===== src/rtl/elf_keypad.sv =====
// Maps PS/2 key events onto the COSMAC ELF front panel: data switches, INPUT button, LOAD/RUN/MP.
// Latency: outputs and key_evt update 2 clk after the ps2_key[10] toggle edge.
// No backpressure: one event per toggle is absorbed every cycle, back-to-back toggles are not lost.
module elf_keypad #(
   parameter int IN_MIN_CYCLES = 48000,
   parameter int CNT_W         = 16
) (
   input  logic        clk,
   input  logic        reset_n,
   input  logic [10:0] ps2_key,
   output logic [7:0]  data_sw,
   output logic        in_n,
   output logic        load_sw,
   output logic        run_sw,
   output logic        mp_sw,
   output logic        key_evt
);

   localparam logic [CNT_W-1:0] HOLD_LAST = CNT_W'(IN_MIN_CYCLES - 1);

   typedef enum logic [1:0] {
      IDLE = 2'd0,
      HELD = 2'd1,
      HOLD = 2'd2
   } in_state_t;

   logic             armed;
   logic             prev_tog;
   logic             evt_vld;
   logic [9:0]       evt_reg;

   logic             evt_press;
   logic             evt_ext;
   logic [7:0]       evt_code;
   logic             is_hex;
   logic [3:0]       nibble;

   logic             live;
   logic             hex_press;
   logic             bksp_press;
   logic             l_press;
   logic             r_press;
   logic             m_press;
   logic             enter_press;
   logic             enter_rel;
   logic             accepted;

   in_state_t        state;
   in_state_t        state_nxt;
   logic [CNT_W-1:0] hold_cnt;

   // Strobe detection: first cycle after reset only syncs to the current toggle level
   always_ff @(posedge clk or negedge reset_n) begin
      if (!reset_n) begin
         armed    <= 1'b0;
         prev_tog <= 1'b0;
         evt_vld  <= 1'b0;
         evt_reg  <= 10'h000;
      end else if (!armed) begin
         armed    <= 1'b1;
         prev_tog <= ps2_key[10];
         evt_vld  <= 1'b0;
      end else if (ps2_key[10] != prev_tog) begin
         prev_tog <= ps2_key[10];
         evt_reg  <= ps2_key[9:0];
         evt_vld  <= 1'b1;
      end else begin
         evt_vld  <= 1'b0;
      end
   end

   assign evt_press = evt_reg[9];
   assign evt_ext   = evt_reg[8];
   assign evt_code  = evt_reg[7:0];

   // Set-2 scancode to hex nibble lookup
   always_comb begin
      is_hex = 1'b1;
      nibble = 4'h0;
      case (evt_code)
         8'h45: nibble = 4'h0;
         8'h16: nibble = 4'h1;
         8'h1E: nibble = 4'h2;
         8'h26: nibble = 4'h3;
         8'h25: nibble = 4'h4;
         8'h2E: nibble = 4'h5;
         8'h36: nibble = 4'h6;
         8'h3D: nibble = 4'h7;
         8'h3E: nibble = 4'h8;
         8'h46: nibble = 4'h9;
         8'h1C: nibble = 4'hA;
         8'h32: nibble = 4'hB;
         8'h21: nibble = 4'hC;
         8'h23: nibble = 4'hD;
         8'h24: nibble = 4'hE;
         8'h2B: nibble = 4'hF;
         default: is_hex = 1'b0;
      endcase
   end

   // Extended-prefix events are dropped before any decoding
   assign live        = evt_vld && !evt_ext;
   assign hex_press   = live && evt_press && is_hex;
   assign bksp_press  = live && evt_press && (evt_code == 8'h66);
   assign l_press     = live && evt_press && (evt_code == 8'h4B);
   assign r_press     = live && evt_press && (evt_code == 8'h2D);
   assign m_press     = live && evt_press && (evt_code == 8'h3A);
   assign enter_press = live && evt_press && (evt_code == 8'h5A);
   assign enter_rel   = live && !evt_press && (evt_code == 8'h5A);
   assign accepted    = hex_press || bksp_press || l_press || r_press || m_press ||
                        enter_press || enter_rel;

   // Front-panel switch registers and the accepted-event pulse
   always_ff @(posedge clk or negedge reset_n) begin
      if (!reset_n) begin
         data_sw <= 8'h00;
         load_sw <= 1'b0;
         run_sw  <= 1'b0;
         mp_sw   <= 1'b0;
         key_evt <= 1'b0;
      end else begin
         key_evt <= accepted;
         if (hex_press) begin
            data_sw <= {data_sw[3:0], nibble};
         end else if (bksp_press) begin
            data_sw <= 8'h00;
         end
         if (l_press) load_sw <= ~load_sw;
         if (r_press) run_sw  <= ~run_sw;
         if (m_press) mp_sw   <= ~mp_sw;
      end
   end

   // INPUT FSM state register
   always_ff @(posedge clk or negedge reset_n) begin
      if (!reset_n) begin
         state <= IDLE;
      end else begin
         state <= state_nxt;
      end
   end

   // INPUT FSM next state: a fresh Enter press always wins over hold expiry
   always_comb begin
      state_nxt = state;
      case (state)
         IDLE: if (enter_press) state_nxt = HELD;
         HELD: if (enter_rel) state_nxt = HOLD;
         HOLD: begin
            if (enter_press) begin
               state_nxt = HELD;
            end else if (hold_cnt == HOLD_LAST) begin
               state_nxt = IDLE;
            end
         end
         default: state_nxt = IDLE;
      endcase
   end

   // Hold timer: restarts at zero on every entry into HOLD, idles at zero elsewhere
   always_ff @(posedge clk or negedge reset_n) begin
      if (!reset_n) begin
         hold_cnt <= '0;
      end else if (state_nxt != HOLD) begin
         hold_cnt <= '0;
      end else if (state == HOLD) begin
         hold_cnt <= hold_cnt + CNT_W'(1);
      end else begin
         hold_cnt <= '0;
      end
   end

   // INPUT button is pressed in every state except IDLE
   always_comb begin
      in_n = (state == IDLE);
   end

endmodule


===== config.mk =====
export PLATFORM = sky130hd
export DESIGN_NAME = elf_keypad
export DESIGN_NICKNAME = d
export VERILOG_FILES = /design/src/rtl/elf_keypad.sv
export SDC_FILE = /design/constraint.sdc
export NUM_CORES = 1
export LEC_CHECK = 0
export ABC_AREA = 1
export BUFFER_PORTS_ARGS = -buffer_cell sky130_fd_sc_hd__buf_4
export CAP_MARGIN = 40
export CORE_MARGIN = 2
export CORE_UTILIZATION = 50
export DETAILED_ROUTE_END_ITERATION = 7
export PLACE_DENSITY = 0.82
export RECOVER_POWER = 25
export SLEW_MARGIN = 30
export SYNTH_ARGS = -nofsm -noshare
export SYNTH_HDL_FRONTEND = slang
export SYNTH_SLANG_ARGS = --single-unit

===== constraint.sdc =====
create_clock -name clk -period 3.3 [get_ports clk]
set_clock_uncertainty 0.2 [all_clocks]
set_input_delay 0.495 -clock clk [delete_from_list [all_inputs] [get_ports clk]]
set_output_delay 0.495 -clock clk [all_outputs]
set_load 0.05 [all_outputs]

==> metrics.txt <==
R2R depth=8; Core Area=around 0.0043 mm2; Ant. Diodes=0; Placed Cells=roughly 350; final net count=about 320; Cell Count, Final, Fillers Out=between 300 and 400; drt wl/cell=11.8 um; Worst Hold Depth=1; CTS clk-pin slew, worst paths=roughly 70 ps; cells after synthesis=around 270; CTS tree=built; first-pass GRT wire length=roughly 7400 um; Max stage delay cell, worst path=dfrtp_1; vias in the first global route=between 1500 and 2000; root buffer cell=clkbuf_8; WHS Endpoint=prev_tog; #FFs+latches synth=43; Pwr Density=~430 mW/mm2; Tightest Hold Check Type=in -> reg; met1 usage=between 20% and 30%; Arr. time, crit path=between 1500 and 2000 ps; max cap viols=0; Final period util=between 50 and 60%; Starting Density=about half; TritonCTS Buffers=5; required time of the critical path=~3300 ps; worst path cell trace=ha_1, nand2_2, nor2_2, nand3_2, nor2_2, nand3_2, nand4_4, nor2_1; Crit Path Class=reg -> reg; unrepaired setup endpoints after global routing=no; xor/xnor share of the synthesized area=approximately 4.0%; Chip Width=a little over 70 um; First-pass DRT Iterations=4; setup total negative slack=0 ps; Synth Area in Simple Gates=35.3%; Final Power=approximately 0.0011 W; GRT overflow=0; hold violation count in the final report=0; post-synthesis cell type count=30; Area Overhead vs Synth=15.3%; Post-CTS Setup Bufs=0; Avg Inst Size Synth=about 8.2 um2; status=complete, no violations; Worst Tran Pin Value=between 1000 and 1500 ps; met3 track demand over resource=roughly 4.3%; P_leak=1.28 nW; H-tree depth=2; layout cells sized above 1=~22%; post-CTS sizing=0; Max Clk Rate=0.547 GHz; DR vias=1782; gr usage total=~18%; Cell Area, Synth=0.00222 mm2; relative slew slack=between 30% and 40%; Tmin final=about 1800 ps; initial antenna violation count=0; DRT iter0 DRCs=between 100 and 150; Synth Area in Adders=0.564%; R2R Path Start=hold_cnt[0]; hpwl dp=approximately 3100 um; Synth warnings=0; Post-Syn Nets=285; routed vias/inst=roughly 5.0; met2 Usage GRT=32.2%; # setup viols final=0; full die area=0.00498 mm2; Clock Sinks=43; Max IR drop VDD=~0.23 mV; worst reg2reg endpoint=hold_cnt[12]; mux contribution to synthesized area=less than 1%; routability cong.=0.912; crit start category=flip-flop; Skew-Pair Late Insertion Delay=300 ps; Chip Height=between 70 and 80 um; largest net degree at the start of global routing=44; R2R Setup Slk=1470 ps; deepest clock path buffer count=2; sequential fraction of the synthesis area=approximately 49%; worst-path fanout max=17; post-layout util=59.1%; CP endpoint kind=flip-flop; post-route ant nets=0; Port Buffers=25; GR peak layer=met2; Ports=26; number of flip-flops in the largest register=16; combinational family with the most area after synthesis=simple AND/OR/NAND/NOR gates; Compound-Gate Fraction of Synth Area=under 10%; CP max stage delay=390 ps; residual DRC count=0; pins over their slew limit=0; DRT Wirelength=roughly 4200 um; Hold Crit Start=ps2_key[10]; # rows=24
## logic make-up after synthesis
group / Yosys count
other cells: 1
compound gates: 22
xor+xnor: 10
fa+ha+maj: 1
mux: 1
buf+inv: 30
simple gates: 163
flops: 43
## Yosys cell counts (all sizes together)
master | instances | area share [%]
nand2 | 77 | 14
dfrtp | 43 | 49
nor2 | 43 | 8.3
nand3 | 26 | 7.4
inv | 25 | 4.2
o21ai | 13 | 3.1
nor3 | 10 | 2.8
a21oi | 5 | 1.1
nand4 | 5 | 2.1
xnor2 | 5 | 2.0
xor2 | 5 | 2.0
clkbuf | 3 | 0.51
o211ai | 3 | 1.0
buf | 2 | 0.73
nor4 | 2 | 0.85
a31oi | 1 | 0.28
conb | 1 | 0.17
ha | 1 | 0.56
mux2 | 1 | 0.51
## cells in the final DEF (no fill, tap or decap)
master	instances
nand4_4	1
nand2_2	4
o21ai_2	1
o21ai_0	10
o21ai_1	2
nand4_1	4
nor3_1	9
nand2_1	72
nor4_2	1
a31oi_1	1
nand3_1	19
a21oi_1	5
conb_1	1
clkbuf_2	1
nand2_4	1
o211ai_1	3
clkbuf_8	7
buf_4	24
nor4_1	1
ha_1	1
xnor2_1	5
nor2_1	34
inv_1	18
nor3_4	1
nand3_2	7
mux2_2	1
dlygate4sd3_1	1
nor2_2	9
xor2_1	5
dfrtp_1	43
clkbuf_1	3
inv_2	7
## power by group
group | switching, W | leakage (nW) | total, W | internal, W
clock network | 0.000170 | 0.0515 | 0.000361 | 0.000191
registers | 0.0000243 | 0.577 | 0.000576 | 0.000552
logic | 0.000108 | 0.649 | 0.000158 | 0.0000492
## through the flow
step	hold WS [ps]	cell area (um2)	setup WS, ps
2_1_floorplan	-0.591	2220	1530
3_3_place_gp	261	2460	1560
3_5_place_dp	267	2460	1440
4_1_cts	114	2570	1440
5_1_grt	132	2560	1250
6_report	141	2560	1470
## per-layer routing
metal  vias to the layer above  wire [um]
met3                        10        157
met5                         -          0
li1                        935          -
met4                         0         99
met1                       799       1830
met2                        38       2070
## repair_timing
item / 4_1_cts / 5_1_grt
hold buffers: 1 / 0
hold endpoints to repair: 43 / 0
setup endpoints to repair: 0 / 0
## how the worst max path moves through the flow
stage | start | to | slack (ps) | depth (start not counted)
floorplan | state[1] | in_n | 1530 | 1
global placement | hold_cnt[0] | hold_cnt[13] | 1560 | 8
detailed placement | hold_cnt[0] | state[1] | 1440 | 8
CTS | hold_cnt[0] | hold_cnt[12] | 1440 | 8
global route | hold_cnt[0] | hold_cnt[12] | 1250 | 8
finish | hold_cnt[0] | hold_cnt[12] | 1470 | 8
## layout make-up
type | instances | area (um2)
fill | 406 | 1770
clock buffer | 8 | 100
inverter | 25 | 93.8
multi-input combinational | 198 | 1020
tap | 52 | 65.1
sequential | 43 | 1080
timing repair buffer | 28 | 203
## worst max-delay path: cells and delay by family (launching register included)
kind | cells | cell delay [ps]
AND/OR/NAND/NOR | 7 | 920
flip-flops | 1 | 390
adder cells (fa/ha/maj) | 1 | 200
Note: power is estimated with default switching activity, not from simulation.
